<file path="src/rtl/sobel_pkg.sv">
// Shared types and defaults for the Sobel window scheduling path.
package sobel_pkg;

  localparam int unsigned IMG_W_DEF     = 512;
  localparam int unsigned IMG_H_DEF     = 512;
  localparam int unsigned CW_DEF        = 9;
  localparam int unsigned BORDER_MARGIN = 2;

  typedef enum logic [2:0] {
    IDLE,
    ISSUE,
    WAIT_WIN,
    PRESENT,
    DONE
  } sched_state_e;

endpackage

</file>
<file path="src/rtl/pix_coord_counter.sv">
// Raster-order pixel coordinate counter with clear, advance and last-pixel flag.
module pix_coord_counter
  import sobel_pkg::*;
#(
  parameter int unsigned IMG_W = IMG_W_DEF,
  parameter int unsigned IMG_H = IMG_H_DEF,
  parameter int unsigned CW    = CW_DEF
) (
  input  logic          clk_i,
  input  logic          rst_i,
  input  logic          clr_i,
  input  logic          adv_i,
  output logic [CW-1:0] col_o,
  output logic [CW-1:0] row_o,
  output logic          last_o
);

  localparam logic [CW-1:0] COL_MAX = CW'(IMG_W - 1);
  localparam logic [CW-1:0] ROW_MAX = CW'(IMG_H - 1);

  logic [CW-1:0] col_q, col_d;
  logic [CW-1:0] row_q, row_d;
  logic          col_end;
  logic          row_end;

  assign col_end = (col_q == COL_MAX);
  assign row_end = (row_q == ROW_MAX);

  // Row wraps explicitly after the last pixel so it never overflows CW bits.
  always_comb begin
    col_d = col_q;
    row_d = row_q;
    if (clr_i) begin
      col_d = '0;
      row_d = '0;
    end else if (adv_i) begin
      if (col_end) begin
        col_d = '0;
        row_d = row_end ? '0 : row_q + CW'(1);
      end else begin
        col_d = col_q + CW'(1);
      end
    end
  end

  always_ff @(posedge clk_i) begin
    if (rst_i) begin
      col_q <= '0;
      row_q <= '0;
    end else begin
      col_q <= col_d;
      row_q <= row_d;
    end
  end

  assign col_o  = col_q;
  assign row_o  = row_q;
  assign last_o = col_end & row_end;

endmodule

</file>
<file path="src/rtl/sobel_window_sched.sv">
// Frame scheduler: one shift per pixel, waits for the window, presents it with valid/ready.
module sobel_window_sched
  import sobel_pkg::*;
#(
  parameter int unsigned IMG_W = IMG_W_DEF,
  parameter int unsigned IMG_H = IMG_H_DEF,
  parameter int unsigned CW    = CW_DEF,
  parameter int unsigned TMO   = 15
) (
  input  logic          clk,
  input  logic          rst,
  input  logic          start,
  input  logic          abort,
  output logic          shift_en,
  input  logic          matrix_finish,
  output logic          win_valid,
  input  logic          win_ready,
  output logic [CW-1:0] col,
  output logic [CW-1:0] row,
  output logic          border,
  output logic          frame_done,
  output logic          busy,
  output logic          err_timeout
);

  localparam int unsigned   TW         = $clog2(TMO + 1);
  localparam logic [TW-1:0] TMO_LAST   = TW'(TMO - 1);
  localparam logic [CW-1:0] COL_BORDER = CW'(BORDER_MARGIN);
  localparam logic [CW-1:0] ROW_BORDER = CW'(IMG_H - BORDER_MARGIN);

  sched_state_e  state_q;
  logic [TW-1:0] tmo_q;
  logic          shift_en_q;
  logic          win_valid_q;
  logic          frame_done_q;
  logic          busy_q;
  logic          err_q;

  logic          abort_act;
  logic          accept;
  logic          coord_clr;
  logic          coord_adv;
  logic          last_pix;

  assign abort_act = abort && (state_q != IDLE);
  assign accept    = (state_q == PRESENT) && win_valid_q && win_ready;
  assign coord_adv = accept && !abort_act;
  assign coord_clr = abort_act
                   || ((state_q == IDLE) && start && !abort)
                   || (state_q == DONE);

  pix_coord_counter #(
    .IMG_W (IMG_W),
    .IMG_H (IMG_H),
    .CW    (CW)
  ) u_coord (
    .clk_i  (clk),
    .rst_i  (rst),
    .clr_i  (coord_clr),
    .adv_i  (coord_adv),
    .col_o  (col),
    .row_o  (row),
    .last_o (last_pix)
  );

  // Outputs are registered alongside the state, so each reflects the state being entered.
  always_ff @(posedge clk) begin
    if (rst) begin
      state_q      <= IDLE;
      tmo_q        <= '0;
      shift_en_q   <= 1'b0;
      win_valid_q  <= 1'b0;
      frame_done_q <= 1'b0;
      busy_q       <= 1'b0;
      err_q        <= 1'b0;
    end else begin
      shift_en_q   <= 1'b0;
      frame_done_q <= 1'b0;
      if (abort_act) begin
        state_q     <= IDLE;
        tmo_q       <= '0;
        win_valid_q <= 1'b0;
        busy_q      <= 1'b0;
      end else begin
        case (state_q)
          IDLE: begin
            if (start && !abort) begin
              state_q    <= ISSUE;
              shift_en_q <= 1'b1;
              busy_q     <= 1'b1;
              err_q      <= 1'b0;
            end
          end
          ISSUE: begin
            tmo_q   <= '0;
            state_q <= WAIT_WIN;
          end
          WAIT_WIN: begin
            // Timeout wins over a window arriving in the final allowed cycle.
            if (tmo_q == TMO_LAST) begin
              state_q <= IDLE;
              tmo_q   <= '0;
              busy_q  <= 1'b0;
              err_q   <= 1'b1;
            end else if (matrix_finish) begin
              state_q     <= PRESENT;
              win_valid_q <= 1'b1;
            end else begin
              tmo_q <= tmo_q + TW'(1);
            end
          end
          PRESENT: begin
            if (win_ready) begin
              win_valid_q <= 1'b0;
              if (last_pix) begin
                state_q      <= DONE;
                frame_done_q <= 1'b1;
              end else begin
                state_q    <= ISSUE;
                shift_en_q <= 1'b1;
              end
            end
          end
          DONE: begin
            state_q <= IDLE;
            busy_q  <= 1'b0;
          end
          default: begin
            state_q     <= IDLE;
            win_valid_q <= 1'b0;
            busy_q      <= 1'b0;
          end
        endcase
      end
    end
  end

  assign shift_en    = shift_en_q;
  assign win_valid   = win_valid_q;
  assign frame_done  = frame_done_q;
  assign busy        = busy_q;
  assign err_timeout = err_q;
  assign border      = (col < COL_BORDER) | (row >= ROW_BORDER);

endmodule

</file>
<file path="config.mk">
export PLATFORM = sky130hd
export DESIGN_NAME = sobel_window_sched
export DESIGN_NICKNAME = d
export VERILOG_FILES = /design/src/rtl/sobel_pkg.sv /design/src/rtl/pix_coord_counter.sv /design/src/rtl/sobel_window_sched.sv
export SDC_FILE = /design/constraint.sdc
export NUM_CORES = 1
export LEC_CHECK = 0
export ABC_CLOCK_PERIOD_IN_PS = 2400
export BUFFER_PORTS_ARGS = -buffer_cell sky130_fd_sc_hd__buf_2
export CAP_MARGIN = 20
export CORE_MARGIN = 2
export CORE_UTILIZATION = 40
export CTS_BUF_LIST = sky130_fd_sc_hd__clkbuf_8
export DETAILED_ROUTE_END_ITERATION = 7
export GPL_ROUTABILITY_DRIVEN = 0
export SETUP_SLACK_MARGIN = 0.15
export SLEW_MARGIN = 40
export SYNTH_ARGS = -nofsm -noshare
export SYNTH_HDL_FRONTEND = slang
export SYNTH_SLANG_ARGS = --single-unit
</file>
<file path="constraint.sdc">
create_clock -name clk -period 2.4 [get_ports clk]
set_input_delay 0.48 -clock clk [delete_from_list [all_inputs] [get_ports clk]]
set_output_delay 0.48 -clock clk [all_outputs]
set_load 0.03 [all_outputs]
</file>
; ---- Word-level counts from Yosys, hierarchy flattened
; Index checks and enable logic that the tools add are counted.
[word_totals]
register_bits = 30
input_bits = 6
output_inout_bits = 24
wordCells = 87
[classes]
add_sub_neg = 3
order_cmp = 2
n_eq_ne = 14
muxes = 26
bitwise_logic = 7
reduce_logical = 26
[op_table]
columns = op, count
row1 = $add A9 B1 Y9 const B, 2
row2 = $eq A9 B9 Y1 const B, 2
row3 = $mux W9, 2
row4 = $mux W3, 5
row5 = $pmux W3 S4, 1
row6 = $mux W1, 11
row7 = $ge A9 B9 Y1 const B, 1
row8 = $lt A9 B2 Y1 const B, 1
row9 = $mux W4, 2
row10 = $ne A2 B2 Y1 const B, 4
row11 = $pmux W4 S2, 1
row12 = $reduce_and A4 Y1, 2
row13 = $logic_and A1 B1 Y1, 7
row14 = $eq A3 B2 Y1 const B, 2
row15 = $ne A3 B3 Y1 const B, 2
row16 = $pmux W1 S3, 2
row17 = $reduce_and A3 Y1, 2
row18 = $reduce_or A2 Y1, 3
row19 = $not A1 Y1, 5
row20 = $add A4 B1 Y4 const B, 1
row21 = $eq A4 B4 Y1 const B, 1
row22 = $pmux W1 S2, 2
row23 = $reduce_and A2 Y1, 2
row24 = $reduce_bool A2 Y1, 2
row25 = 11 further kinds, 13

; ---- Depth between registers and ports, before layout
[depth]
ltp_word = 6
mapped_depth = 9
ltp_nobuf = 8

; ---- Cells and area by module
; A second synthesis with hierarchy kept.
[unflattened]
cells_unflattened = 186
area_unflattened_um2 = 1587.8
[by_module_without_submodules]
columns = mod, n_inst, cells_each, area_each_um2, seq_area_each_um2
row1 = pix_coord_counter, 1, 101, 892.1, 360.3
row2 = sobel_window_sched, 1, 85, 695.7, 240.2

; ---- Worst setup path after synthesis
; OpenSTA, ideal clock, no wires.
[synth_timing]
path_type = register to register
startpoint = reg u_coord.col_q[2] (netlist: u_coord.col_o[2])
endpoint = reg u_coord.row_q[7] (netlist: u_coord.row_o[7])
setup_time_ns = 0.071
arrival_ns = 2.273
t_required_ns = 2.329
slack_ns = 0.057
path_stages_with_launch = 9
n_path_buf = 1
synth_period_minus_slack_ns = 2.343
path_cell_list = dfxtp_1 -> and4_1 -> and4_1 -> ha_1 -> nand4bb_1 -> or2_1 -> clkbuf_2 -> or4_1 -> a21oi_1
[synth_via]
elab_chain_len = 2
[synth_lines]
columns = element, line_no
row1 = from (decl), pix_coord_counter.sv:21  ; logic [CW-1:0] col_q, col_d;
row2 = from (signal assigned), pix_coord_counter.sv:51  ; col_q <= col_d;
row3 = $eq A9 B9 Y1, pix_coord_counter.sv:26  ; assign col_end = (col_q == COL_MAX);
row4 = $reduce_and A2 Y1 (no line), --
row5 = to (signal assigned), pix_coord_counter.sv:52  ; row_q <= row_d;
row6 = to (decl), pix_coord_counter.sv:22  ; logic [CW-1:0] row_q, row_d;
; Every way passes these cells.
; A chain may end at the register's enable or synchronous reset.

; ---- Worst setup path in the final report
[layout_timing]
startpoint = reg u_coord.col_q[2] (netlist: u_coord.col_o[2])
endpoint = reg u_coord.row_q[2] (netlist: u_coord.row_o[2])
; The elaborated chain is that of the path after synthesis.

==> out/qor.yml <==
layout-drive-gt1-share_pct: 26.7
p_clk_share_pct: 32.7
pin_count: 30
vias: 1534
cts_tree: "built"
areaGrowthSynthToFinish_pct: 22.6
seq_area_frac_synth_pct: 37.0
insertion_delay_ns: 0.28
final_cell_mix: "29 x buf_2, 25 x dfxtp_1, 21 x nor2_1"
yosys_warnings: 0
setup_slack_ns: 0.213
htree_levels: 2
muxShareOfSynthArea_pct: 1.85
setup_viol: 0
route.detailed.wl_per_inst_um: 13.5
grt_max_degree: 17
antenna_cells: 0
path_clk_slew_ns: 0.06
hold-path-cell-count: 2
ys_ff_latch: 30
grt_first_pass_wirelength_um: 6200
synth_top_family_by_area: "simple AND/OR/NAND/NOR gates"
core_sq_um: 3940
pre_cts_ws_ns: 0.166
synth_fp_nets: 205
rows: 23
synthFlopType: "dfxtp_1"
avgSynthCellArea_sq_um: 8.46
min-delay-path-class: "input pin to flop"
antenna_found_initial: 0
synth-compound-area-share_pct: 16.3
start_kind: "flop"
slew_violations: 0
reg2reg_depth: 8
dieHeight_um: 67.7
worstReg2RegStart: "u_coord.col_o[2]$_SDFFE_PP0P_"
hold_end: "err_timeout$_SDFFE_PP0P_"
drc: 0
dr.pass1.iters: 4
p_sw_share_pct: 33.0
status: "finished, final reports clean"
crit_arrival_ns: 2.40
setup_tns_ns: 0
place_hpwl_um: 2620
numClockSinks: 30
cap_violations: 0
start_util_pct: 41.2
synth_area_sq_um: 1620
seq_power_share_pct: 45.5
yosys.area_share.adder_pct: 5.39
synth_top_area_share_pct: 37.0
post-route-period-util_pct: 91.1
p_switching_mw: 0.417
die_area_sq_um: 4590
synth_xor_area_share_pct: 4.31
total_leakage_power_nw: 0.808
synth_cells: 192
yosys.area_share.simple_pct: 31.0
final_common_cell: "buf_2"
place_inst: 268
layout.nets: 244
portBuffers: 29
relSlewSlack_pct: 66.7
crit_type: "flop to flop"
endpoint_kind: "flop"
synth_area_leader_cell: "dfxtp_1"
critPathMaxFanout: 7
power_density_nw_per_um2: 635
final_cells: 282
drtAntennaViolNets: 0
grtUsageTotal_pct: 18.2
r2r-end: "u_coord.row_o[2]$_SDFFE_PP0P_"
async_flop_share_pct: 0
cts_buffers: 5
r2r_setup_slack_ns: 0.21
tightestPinTransition_ns: 0.496
skew_ns: 0.00623
dieWidth_um: 67.7
first_iter_violations: 80
synth_area_leaders: "dfxtp_1 37%, ha_1 5.4%, nor2_1 4.9%"
clockRootBuffer: "clkbuf_8"
grt_setup_unrepaired: "yes"
first_global_vias: 1306
synth_edf_count: 0
viasPerCell: 5.44
hold_violations: 0
ir_drop_mv: 0.446
combPwrFrac_pct: 21.8
internal-power_mw: 0.847
min_from: "rst"
cp.required_ns: 2.61
timing.fmax_mhz: 457
yosysUniqueCellTypes: 51
clk_path_buf_depth: 2
post-route-min-period_ns: 2.19
grt_overflow: 0
wl_um: 3800
-- critical path, cell delays in order (launching register included) --
cell,delay [ns]
dfxtp_4,0.38
and4_4,0.22
and4_1,0.20
ha_2,0.19
nand4bb_1,0.13
or2_4,0.30
buf_6,0.12
or4b_1,0.45
a21oi_1,0.12
-- flip-flops by register name, indices dropped and copies added, names as in the netlist --
signal,flops
busy,1
state_q,3
win_valid,1
frame_done,1
shift_en,1
err_timeout,1
u_coord.row_o,9
tmo_q,4
u_coord.col_o,9
-- power by group through the flow --
stage	Sequential, mW	Clock, mW	Combinational, mW
floorplan	0.577	0	0.226
finish	0.575	0.413	0.276
detailed placement	0.587	0	0.273
global placement	0.588	0	0.273
global route	0.581	0.455	0.309
CTS	0.576	0.426	0.274
-- layout make-up --
class	instances	area, sq um
sequential	30	614
inverter	5	18.8
multi-input combinational	149	972
clock buffer	6	82.6
fill	395	1950
tap	50	62.6
clock inverter	2	8.76
timing repair buffer	40	231
-- worst max-delay path by stage --
stage,start,to,slack (ns),cells past startpoint
after global routing,u_coord.col_o[2]$_SDFFE_PP0P_,u_coord.row_o[2]$_SDFFE_PP0P_,0.15,8
after floorplan,u_coord.col_o[1]$_SDFFE_PP0P_,u_coord.row_o[7]$_SDFFE_PP0P_,0.17,8
final,u_coord.col_o[2]$_SDFFE_PP0P_,u_coord.row_o[2]$_SDFFE_PP0P_,0.21,8
after CTS,u_coord.col_o[2]$_SDFFE_PP0P_,u_coord.row_o[5]$_SDFFE_PP0P_,0.22,7
after detailed placement,u_coord.col_o[2]$_SDFFE_PP0P_,u_coord.row_o[5]$_SDFFE_PP0P_,0.17,7
after global placement,u_coord.col_o[2]$_SDFFE_PP0P_,u_coord.row_o[5]$_SDFFE_PP0P_,0.23,7
-- kinds of logic (layout without fill, tap and decap cells) --
kind of cell / Yosys count / count (layout)
flip-flops: 30 / 30
AND/OR/NAND/NOR: 90 / 90
multiplexers: 3 / 3
adder cells (fa/ha/maj): 7 / 7
XOR/XNOR: 8 / 8
buffers and inverters: 13 / 53
AO/OA/AOI/OAI: 41 / 41
-- cells in the mapped netlist (2+ instances only) --
cell type / number
nor2_1: 21
o21ai_0: 8
nand3_1: 11
and4_1: 4
or3_1: 6
buf_4: 2
ha_1: 7
clkbuf_1: 3
o31ai_1: 3
nor3_1: 2
a211oi_1: 2
inv_1: 5
dfxtp_1: 30
nand2b_1: 6
xor2_1: 7
or4_1: 3
a21oi_1: 14
a32oi_1: 2
a31oi_1: 2
nand2_1: 13
and3_1: 4
nand4_1: 3
mux2i_1: 3
nor4_1: 4
-- metal layers --
| metal | up-vias | wire [um] | GRT usage, % |
|---|---|---|---|
| met2 | 27 | 1660 | 25.7 |
| met3 | 6 | 171 | 5.50 |
| li1 | 782 | - | - |
| met1 | 719 | 1900 | 25.2 |
| met5 | - | 0 | 0 |
| met4 | 0 | 64 | 8.16 |
-- timing repair --
item                                    4_1_cts  5_1_grt
cloned                                        0        0
endpoints found under the setup margin        1       11
resized for setup                             1       11
pin swaps                                     0        2
buffers inserted                              0        6
hold buffers                                  0        0
-- metrics by stage --
| stage | area (sq um) | power, mW | hold slack, ns | utilization, % |
|---|---|---|---|---|
| 3_3_place_gp | 1830 | 0.860 | 0.470 | 46.3 |
| 5_1_grt | 1990 | 1.34 | 0.431 | 50.5 |
| 3_5_place_dp | 1830 | 0.860 | 0.471 | 46.3 |
| 6_report | 1990 | 1.26 | 0.425 | 50.5 |
| 2_1_floorplan | 1630 | 0.803 | 0.455 | - |
| 4_1_cts | 1920 | 1.28 | 0.406 | 48.7 |
Power figures use the tool's default switching activity.
